[config.mk]
export PLATFORM = sky130hd
export DESIGN_NAME = button_debounce_multi
export DESIGN_NICKNAME = d
export VERILOG_FILES = /design/src/rtl/button_debounce_multi_pkg.sv /design/src/rtl/button_debounce_multi_ch.sv /design/src/rtl/button_debounce_multi.sv
export SDC_FILE = /design/constraint.sdc
export NUM_CORES = 1
export LEC_CHECK = 0
export ABC_AREA = 1
export CELL_PAD_IN_SITES_DETAIL_PLACEMENT = 0
export CELL_PAD_IN_SITES_GLOBAL_PLACEMENT = 1
export CORE_MARGIN = 1
export CORE_UTILIZATION = 48
export CTS_CLUSTER_SIZE = 24
export DETAILED_ROUTE_END_ITERATION = 12
export HOLD_SLACK_MARGIN = 0.1
export PLACE_DENSITY = 0.84
export SLEW_MARGIN = 20
export SYNTH_ARGS = -nofsm -noshare
export SYNTH_HDL_FRONTEND = slang
export SYNTH_SLANG_ARGS = --single-unit
[constraint.sdc]
create_clock -name clk_core -period 4.41 [get_ports clk_core]
set_input_delay 0.882 -clock clk_core [delete_from_list [all_inputs] [get_ports clk_core]]
set_output_delay 0.882 -clock clk_core [all_outputs]
set_load 0.02 [all_outputs]
[src/rtl/button_debounce_multi_pkg.sv]
// Shared constants for the multi-channel button conditioner.
// Defaults are the 50 MHz board timings and the board's button polarity.
package button_debounce_multi_pkg;

  localparam int DEF_N_CH         = 4;
  localparam int DEF_DEBOUNCE_CYC = 50000;
  localparam int DEF_LONG_CYC     = 1000;
  localparam int DEF_REPEAT_CYC   = 250;
  localparam bit DEF_REPEAT_EN    = 1'b1;
  localparam bit DEF_ACTIVE_HIGH  = 1'b1;

  // Width of a counter that must hold values 0..max_val without wrapping.
  function automatic int cnt_width(input int max_val);
    return (max_val < 1) ? 1 : $clog2(max_val + 1);
  endfunction

endpackage

[src/rtl/button_debounce_multi_ch.sv]
// One button channel: synchroniser, debounce window, press/release pulses,
// long-press detection and optional auto-repeat.
module button_debounce_multi_ch
  import button_debounce_multi_pkg::*;
#(
  parameter int DEBOUNCE_CYC = DEF_DEBOUNCE_CYC,
  parameter int LONG_CYC     = DEF_LONG_CYC,
  parameter int REPEAT_CYC   = DEF_REPEAT_CYC,
  parameter bit REPEAT_EN    = DEF_REPEAT_EN,
  parameter bit ACTIVE_HIGH  = DEF_ACTIVE_HIGH
) (
  input  logic clk_core,
  input  logic rst_n,
  input  logic button_i,
  output logic level_o,
  output logic press_o,
  output logic release_o,
  output logic long_o,
  output logic repeat_o
);

  localparam int DW = cnt_width(DEBOUNCE_CYC);
  localparam int HW = cnt_width(LONG_CYC);

  localparam logic [DW-1:0] DEB_LAST  = DW'(DEBOUNCE_CYC - 1);
  localparam logic [HW-1:0] HOLD_MAX  = HW'(LONG_CYC);
  localparam logic [HW-1:0] HOLD_LAST = HW'(LONG_CYC - 1);

  logic          sync_q1;
  logic          sync_q2;
  logic          sample;
  logic          accept;
  logic [DW-1:0] deb_cnt;
  logic [HW-1:0] hold_cnt;

  // Two-flop synchroniser for the asynchronous board input.
  always_ff @(posedge clk_core or negedge rst_n) begin
    if (!rst_n) begin
      sync_q1 <= 1'b0;
      sync_q2 <= 1'b0;
    end else begin
      sync_q1 <= button_i;
      sync_q2 <= sync_q1;
    end
  end

  // Polarity is normalised here so everything downstream treats 1 as pressed.
  assign sample = ACTIVE_HIGH ? sync_q2 : ~sync_q2;
  assign accept = (sample != level_o) && (deb_cnt == DEB_LAST);

  // Debounce window: any agreeing sample restarts the count of differing samples.
  always_ff @(posedge clk_core or negedge rst_n) begin
    if (!rst_n) begin
      deb_cnt <= '0;
      level_o <= 1'b0;
    end else if (sample == level_o) begin
      deb_cnt <= '0;
    end else if (accept) begin
      deb_cnt <= '0;
      level_o <= sample;
    end else begin
      deb_cnt <= deb_cnt + 1'b1;
    end
  end

  // Edge pulses line up with the first cycle the new level is visible.
  always_ff @(posedge clk_core or negedge rst_n) begin
    if (!rst_n) begin
      press_o   <= 1'b0;
      release_o <= 1'b0;
    end else begin
      press_o   <= accept & sample;
      release_o <= accept & ~sample;
    end
  end

  // Hold counter saturates at LONG_CYC; a release edge clears it so long_o cannot collide with release_o.
  always_ff @(posedge clk_core or negedge rst_n) begin
    if (!rst_n) begin
      hold_cnt <= '0;
      long_o   <= 1'b0;
    end else begin
      long_o <= 1'b0;
      if (!level_o || accept) begin
        hold_cnt <= '0;
      end else if (hold_cnt != HOLD_MAX) begin
        hold_cnt <= hold_cnt + 1'b1;
        long_o   <= (hold_cnt == HOLD_LAST);
      end
    end
  end

  if (REPEAT_EN) begin : g_repeat
    localparam int RW = cnt_width(REPEAT_CYC);
    localparam logic [RW-1:0] REP_LAST = RW'(REPEAT_CYC - 1);

    logic [RW-1:0] rep_cnt;

    // Repeat phase runs only once the hold counter has saturated, and stops on the release edge.
    always_ff @(posedge clk_core or negedge rst_n) begin
      if (!rst_n) begin
        rep_cnt  <= '0;
        repeat_o <= 1'b0;
      end else begin
        repeat_o <= 1'b0;
        if (!level_o || accept || (hold_cnt != HOLD_MAX)) begin
          rep_cnt <= '0;
        end else if (rep_cnt == REP_LAST) begin
          rep_cnt  <= '0;
          repeat_o <= 1'b1;
        end else begin
          rep_cnt <= rep_cnt + 1'b1;
        end
      end
    end
  end else begin : g_no_repeat
    assign repeat_o = 1'b0;
  end

endmodule

[src/rtl/button_debounce_multi.sv]
// N-channel push-button conditioner feeding the counter control FSM.
// Each channel is independent; any_press_o flags a press on any channel.
module button_debounce_multi
  import button_debounce_multi_pkg::*;
#(
  parameter int N_CH         = DEF_N_CH,
  parameter int DEBOUNCE_CYC = DEF_DEBOUNCE_CYC,
  parameter int LONG_CYC     = DEF_LONG_CYC,
  parameter int REPEAT_CYC   = DEF_REPEAT_CYC,
  parameter bit REPEAT_EN    = DEF_REPEAT_EN,
  parameter bit ACTIVE_HIGH  = DEF_ACTIVE_HIGH
) (
  input  logic            clk_core,
  input  logic            rst_n,
  input  logic [N_CH-1:0] button_i,
  output logic [N_CH-1:0] level_o,
  output logic [N_CH-1:0] press_o,
  output logic [N_CH-1:0] release_o,
  output logic [N_CH-1:0] long_o,
  output logic [N_CH-1:0] repeat_o,
  output logic            any_press_o
);

  // Timing parameters below 1 would make the counters meaningless.
  if (N_CH < 1 || DEBOUNCE_CYC < 1 || LONG_CYC < 1 || REPEAT_CYC < 1) begin : g_param_err
    $error("button_debounce_multi: N_CH and all *_CYC parameters must be >= 1");
  end

  for (genvar k = 0; k < N_CH; k++) begin : g_ch
    button_debounce_multi_ch #(
      .DEBOUNCE_CYC(DEBOUNCE_CYC),
      .LONG_CYC    (LONG_CYC),
      .REPEAT_CYC  (REPEAT_CYC),
      .REPEAT_EN   (REPEAT_EN),
      .ACTIVE_HIGH (ACTIVE_HIGH)
    ) u_ch (
      .clk_core (clk_core),
      .rst_n    (rst_n),
      .button_i (button_i[k]),
      .level_o  (level_o[k]),
      .press_o  (press_o[k]),
      .release_o(release_o[k]),
      .long_o   (long_o[k]),
      .repeat_o (repeat_o[k])
    );
  end

  assign any_press_o = |press_o;

endmodule

==> run summary, run 1 <==
Met1 GRT Util: 25.2%
Final Hold Viols: 0
Vias post-DR: 6167
MaxCap Viol Count: 0
Root Driver: clkbuf_16
FMAX: 362 MHz
Initial antenna violation count: 0
Minimum clock period after layout: 2.76 ns
Min Hold Slack: 0.350 ns
CTS max path bufs: 2
CP required: 3.53 ns
Overflow after GRT: 0
PortBufs: 26
Crit path to: any_press_o
Critical Path Source: g_ch[0].u_ch.press_o
Remaining antenna violation count: 0
Met2 Usage GRT: 31.0%
WP data arrival: 1.88 ns
RSZ-0062 raised after global routing: false
Hold Crit Class: reg -> reg
WL/cell: 12.1 µm
VDD IR max: 0.317 mV
Reg-to-Reg End: g_ch[0].u_ch.hold_cnt[9]
Setup CP Type: reg -> out
# resized after CTS: 0
Total Neg Setup Slack: 0 ns
Syn Area/Cell: 8.21 µm²
PD cells: 336 nW/µm²
Reg clk slew, reported paths: 0.07 ns
Crit path capture type: output pin
Gr usage total: 19.2%
Die width: 133 µm
Final Util: 55.3%
Num ports: 27
DR DRC count: 0
Die height: 133 µm
Clock Sinks: 164
Initial DRC Count: 334
Worst Reg2Reg Path Length in Cells: 6
Mapped Area: 8270 µm²
Global routing's busiest layer: met2
Core area: 16700 µm²
P_sw: 0.673 mW
Synthesized flop and latch total: 164
Met3 Use GR: 4.45%
Post-DP HPWL: 10900 µm
First-pass GRT wire length: 27300 µm
Seq/Total Area, Yosys: 49.6%
Clock power share: 48.5%
Placer Congestion: 0.821
Post-DR vias/cell: 4.88
Full die area: 17800 µm²
Reg2reg setup slack: 2.66 ns
H-Tree Depth: 4
Combinational Power Share: 2.3%
Status: complete, no violations
Vias in the first global route: 5973
CTS tree: yes
Worst-Skew Late Latency: 0.43 ns
Part of the power in registers: 49.2%
P&R area growth vs syn: 11.8%
Yosys warns: 0
Sw Share: 21.7%
Layout cells sized above 1: 5.75%
Clock skew: 0.00820 ns
Max Fanout on Critical Path: 2
Number of CTS-inserted buffers: 17
Critical R2R Launch: g_ch[0].u_ch.deb_cnt[0]
Total internal power: 2.43 mW
Post-CTS Setup Bufs: 0
Distinct cell type count after synthesis: 29
Final setup viols: 0
Drt first pass iters: 5
Actual transition at the worst max-transition pin: 0.879 ns
Largest net degree at the start of global routing: 97
WL final: 15300 µm
CTS Hold Bufs: 0
Startpoint Class: flip-flop
Ant diodes: 0
Starting Density: 49.5%
Final #Nets: 1056
# rows: 47
Synth Instances: 1007
Ratio of final minimum period to clock period: 62.7%
Post-synth top area share: 49.6%
Synth area leaders: dfrtp_1 (50%), nor2_1 (9.2%), nand2_1 (7.9%)
Leak: 4.08 nW
Max Transition Viols Final: 0
Syn nets: 1033
Synth area leader: dfrtp_1
Slew headroom: 41.4%
[metrics by stage]
| stage | instance area, µm² | power [mW] | worst slack, ns | instances |
|---|---|---|---|---|
| 3_5_place_dp | 8640 | 1.63 | 2.08 | 1231 |
| 2_1_floorplan | 8270 | 1.58 | 2.55 | 1007 |
| 4_1_cts | 9240 | 3.15 | 1.61 | 1263 |
| 3_3_place_gp | 8640 | 1.63 | 2.07 | 1231 |
| 5_1_grt | 9240 | 3.23 | 1.57 | 1263 |
| 6_report | 9240 | 3.10 | 1.65 | 1263 |
[registers in the layout (all words and copies together), names as in the netlist]
name,cells
g_ch.u_ch.g_repeat.rep_cnt,32
g_ch.u_ch.level_o,4
g_ch.u_ch.sample,4
g_ch.u_ch.press_o,4
g_ch.u_ch.repeat_o,4
g_ch.u_ch.deb_cnt,64
g_ch.u_ch.long_o,4
g_ch.u_ch.hold_cnt,40
g_ch.u_ch.sync_q1,4
g_ch.u_ch.release_o,4
[cells in the mapped netlist (all sizes together)]
cell,count
nor2,205
nand2,181
dfrtp,164
inv,129
nand3,80
nor3,63
xor2,37
nand4,27
buf,24
a21oi,21
ha,20
o21ai,19
xnor2,18
or2,7
o21bai,6
nor3b,3
nand3b,2
or4,1
[critical path: stages, from the launching register on]
cell and delay (ns):
dfrtp_1 0.40, or4_1 0.50, clkdlybuf4s50_1 0.55
[final cells by class]
class | instances | area [µm²]
Sequential cell | 164 | 4100
Clock inverter | 15 | 179
Fill cell | 1593 | 7460
Multi-Input combinational cell | 690 | 3490
Tap cell | 220 | 275
Clock buffer | 17 | 425
Timing Repair Buffer | 28 | 289
Inverter | 129 | 484
[cell usage in the layout (no fill, tap or decap)]
master / count
nand3b_1: 2
nand3_2: 2
buf_6: 1
nand3_1: 77
xor2_1: 37
dfrtp_1: 164
nor3b_1: 3
clkinv_4: 2
nor2_2: 3
clkbuf_16: 17
a21oi_2: 1
nor3_2: 2
inv_1: 129
buf_12: 1
o21bai_1: 6
o21ai_1: 2
nand2_2: 6
o21ai_2: 1
inv_6: 3
nand2_1: 175
nand3_4: 1
a21oi_1: 20
nand4_1: 23
o21ai_0: 16
buf_4: 1
nor2_1: 202
ha_1: 20
nand4_2: 4
clkdlybuf4s50_1: 25
or4_1: 1
bufinv_16: 3
or2_1: 2
clkinv_2: 3
clkinvlp_4: 4
xnor2_1: 18
nor3_1: 61
or2_2: 5
[power by group through the flow]
stage          registers (mW)  logic, mW  clock network (mW)
2_1_floorplan            1.55     0.0282                   0
3_3_place_gp             1.55     0.0735                   0
3_5_place_dp             1.55     0.0744                   0
4_1_cts                  1.53     0.0749                1.55
5_1_grt                  1.53     0.0845                1.62
6_report                 1.53     0.0706                1.51
[kinds of logic (layout without fill, tap and decap cells)]
| family | Yosys count | in the layout | synth area share (%) |
|---|---|---|---|
| xor gates and xnor gates | 55 | 55 | 5.83 |
| and+or+nand+nor | 569 | 569 | 30.3 |
| adders and majority gates | 20 | 20 | 3.03 |
| buffers and inverters | 153 | 189 | 8.17 |
| AOI/OAI and AO/OA | 46 | 46 | 3.06 |
| DFF | 164 | 164 | 49.6 |
[how the worst min path moves through the flow]
stage	depth (start not counted)	end	from
after floorplan	0	g_ch[0].u_ch.sample	g_ch[0].u_ch.sync_q1
after global placement	0	g_ch[0].u_ch.sample	g_ch[0].u_ch.sync_q1
after detailed placement	0	g_ch[2].u_ch.sample	g_ch[2].u_ch.sync_q1
after CTS	0	g_ch[2].u_ch.sample	g_ch[2].u_ch.sync_q1
after global routing	0	g_ch[1].u_ch.sample	g_ch[1].u_ch.sync_q1
final	0	g_ch[2].u_ch.sample	g_ch[2].u_ch.sync_q1
[per-layer routing]
layer  share of wire [%]  up-vias
met3                 2.6       17
li1                    -     3231
met2                  47       59
met4                 1.3        0
met5                   0        -
met1                  49     2860
Power figures use the tool's default switching activity.
==> run 2, diff against run 1 <==
Settings changed: CORE_UTILIZATION 48 to 47, PLACE_DENSITY 0.84 to 0.82.
Clock period 4.41 ns to 2.7 ns, I/O delays scaled along.
==> run 2 against run 1 <==
Clock skew hardly changed. Setup slack worse by 1.4 ns. Non-clock buffer count is 2 higher. Register-to-register slack worse by 1.8 ns.
==> run summary, run 2 (synthesis gave the netlist of run 1 again) <==
Status: complete, no violations
CP peak stage delay: 0.57 ns (+0.02 ns)
Vias post-DR: 6088 (-1.3%)
CP top delay family: simple AND/OR/NAND/NOR gates
Minimum clock period after layout: 2.46 ns
Clock skew: 0.00826 ns (+0.0000585 ns)
Crit path capture type: output pin
PortBufs: 26 (unchanged)
Leak: 4.11 nW (+0.93%)
CTS max path bufs: 2 (unchanged)
Largest Register: g_ch.u_ch.deb_cnt
Post-DR vias/cell: 4.79 (-1.8%)
Ratio of final minimum period to clock period: 91.2%
VDD IR max: 0.453 mV (+43%)
FMAX: 406 MHz
CP required: 2.16 ns (-1.37 ns)
Root Driver: clkbuf_16
Die height: 135 µm (+1.0%)
Total Neg Setup Slack: 0 ns (unchanged)
CTS Hold Bufs: 0 (unchanged)
Post-CTS Setup Bufs: 0 (unchanged)
# rows: 48 (+2.1%)
Gr usage total: 18.7% (-0.44 points)
CTS tree: yes
Worst-Skew Late Latency: 0.42 ns (about the same)
Initial antenna violation count: 0 (unchanged)
First-pass GRT wire length: 27200 µm (-0.41%)
Actual transition at the worst max-transition pin: 0.575 ns (-0.304 ns)
Core area: 17200 µm² (+3.2%)
Clock Sinks: 164 (unchanged)
Largest net degree at the start of global routing: 60 (-38%)
Max Fanout on Critical Path: 2 (unchanged)
Initial DRC Count: 306 (-8.4%)
Hold Crit Class: in -> async
Num ports: 27 (unchanged)
Number of CTS-inserted buffers: 17 (unchanged)
WL/cell: 12.1 µm (+0.10%)
# resized after CTS: 0 (unchanged)
Min Hold Slack: 0.0860 ns (-0.264 ns)
Die width: 135 µm (+1.0%)
H-Tree Depth: 4 (unchanged)
DR DRC count: 0 (unchanged)
CP cell instances: or4_1 -> clkdlybuf4s50_1
Final Hold Viols: 0 (unchanged)
Startpoint Class: flip-flop
Commonest non-fill, non-tap cell in the layout: nor2_1
CP bufs+invs: 1 (unchanged)
Flip-flop count of the largest register after layout: 64 (unchanged)
PD cells: 554 nW/µm² (+65%)
Placer Congestion: 0.801 (-2.5%)
Remaining antenna violation count: 0 (unchanged)
WL final: 15400 µm (+0.66%)
WP data arrival: 1.92 ns (+0.04 ns)
RSZ-0062 raised after global routing: false
Slew headroom: 61.7% (+20 points)
Top flop regs: g_ch.u_ch.deb_cnt: 64 flops, g_ch.u_ch.hold_cnt: 40 flops, g_ch.u_ch.g_repeat.rep_cnt: 32 flops
Overflow after GRT: 0 (unchanged)
Final setup viols: 0 (unchanged)
Most frequent cells in the layout: nor2_1 (202), nand2_1 (175), dfrtp_1 (164)
Drt first pass iters: 4 (-1)
Layout cells sized above 1: 5.93% (+0.18 points)
Ant diodes: 0 (unchanged)
Reg clk slew, reported paths: 0.06 ns (about the same)
Max Transition Viols Final: 0 (unchanged)
Starting Density: 48.0% (-1.5 points)
Post-DP HPWL: 11100 µm (+2.0%)
Final #Nets: 1058 (+0.19%)
Vias in the first global route: 5839 (-2.2%)
P&R area growth vs syn: 12.5%
MaxCap Viol Count: 0 (unchanged)
Setup CP Type: reg -> out
Slowest library cell on the worst path: or4_1
Full die area: 18100 µm² (+2.1%)
[run 2: path summary, 6_finish.rpt]
kind                            slack, ns                    start  cells past startpoint                        to
max in group asynchronous            1.93                    rst_n                      2   g_ch[3].u_ch.deb_cnt[6]
worst min-delay path                 0.09                    rst_n                      1  g_ch[1].u_ch.deb_cnt[11]
worst min register to register       0.35     g_ch[3].u_ch.sync_q1                      0       g_ch[3].u_ch.sample
worst max register to register       0.91  g_ch[0].u_ch.deb_cnt[0]                      6  g_ch[0].u_ch.hold_cnt[9]
min in group clk_core                0.35     g_ch[3].u_ch.sync_q1                      0       g_ch[3].u_ch.sample
worst max-delay path                 0.24     g_ch[1].u_ch.press_o                      2               any_press_o
[run 2: report_power, final]
group          internal, mW  switching, mW  leakage (nW)
Sequential             2.48         0.0139          2.26
Combinational        0.0338         0.0866          1.54
Clock                  1.56          0.985         0.310
Total                  4.07           1.09          4.11
[run 2: through the flow]
stage          utilization (%)  cell area [µm²]  cells  power, mW  setup slack, ns
2_1_floorplan                -             8270   1007       2.58             1.18
3_3_place_gp              50.3             8670   1238       2.66            0.677
3_5_place_dp              50.3             8670   1238       2.66            0.676
4_1_cts                   54.0             9300   1270       5.23            0.218
5_1_grt                   54.0             9300   1270       5.35            0.169
6_report                  54.0             9300   1270       5.16            0.236
[run 2: layout make-up]
class	instances	area [µm²]
Sequential cell	164	4100
Timing Repair Buffer	30	317
Inverter	129	484
Clock buffer	21	480
Fill cell	1616	7940
Tap cell	225	282
Clock inverter	11	148
Multi-Input combinational cell	690	3490
[run 2: routing by layer]
metal	vias to the layer above	global-route usage [%]	part of all wire, %
li1	3223	-	-
met1	2793	26.4	51
met2	55	28.8	45
met3	17	3.68	2.4
met4	0	6.49	1.5
met5	-	0	0
[run 2: worst register-to-register path: cells and delay by family, from the launching register on]
kind          cells  cell delay [ns]
fa+ha+maj         1             0.19
flops             1             0.37
simple gates      5             1.09
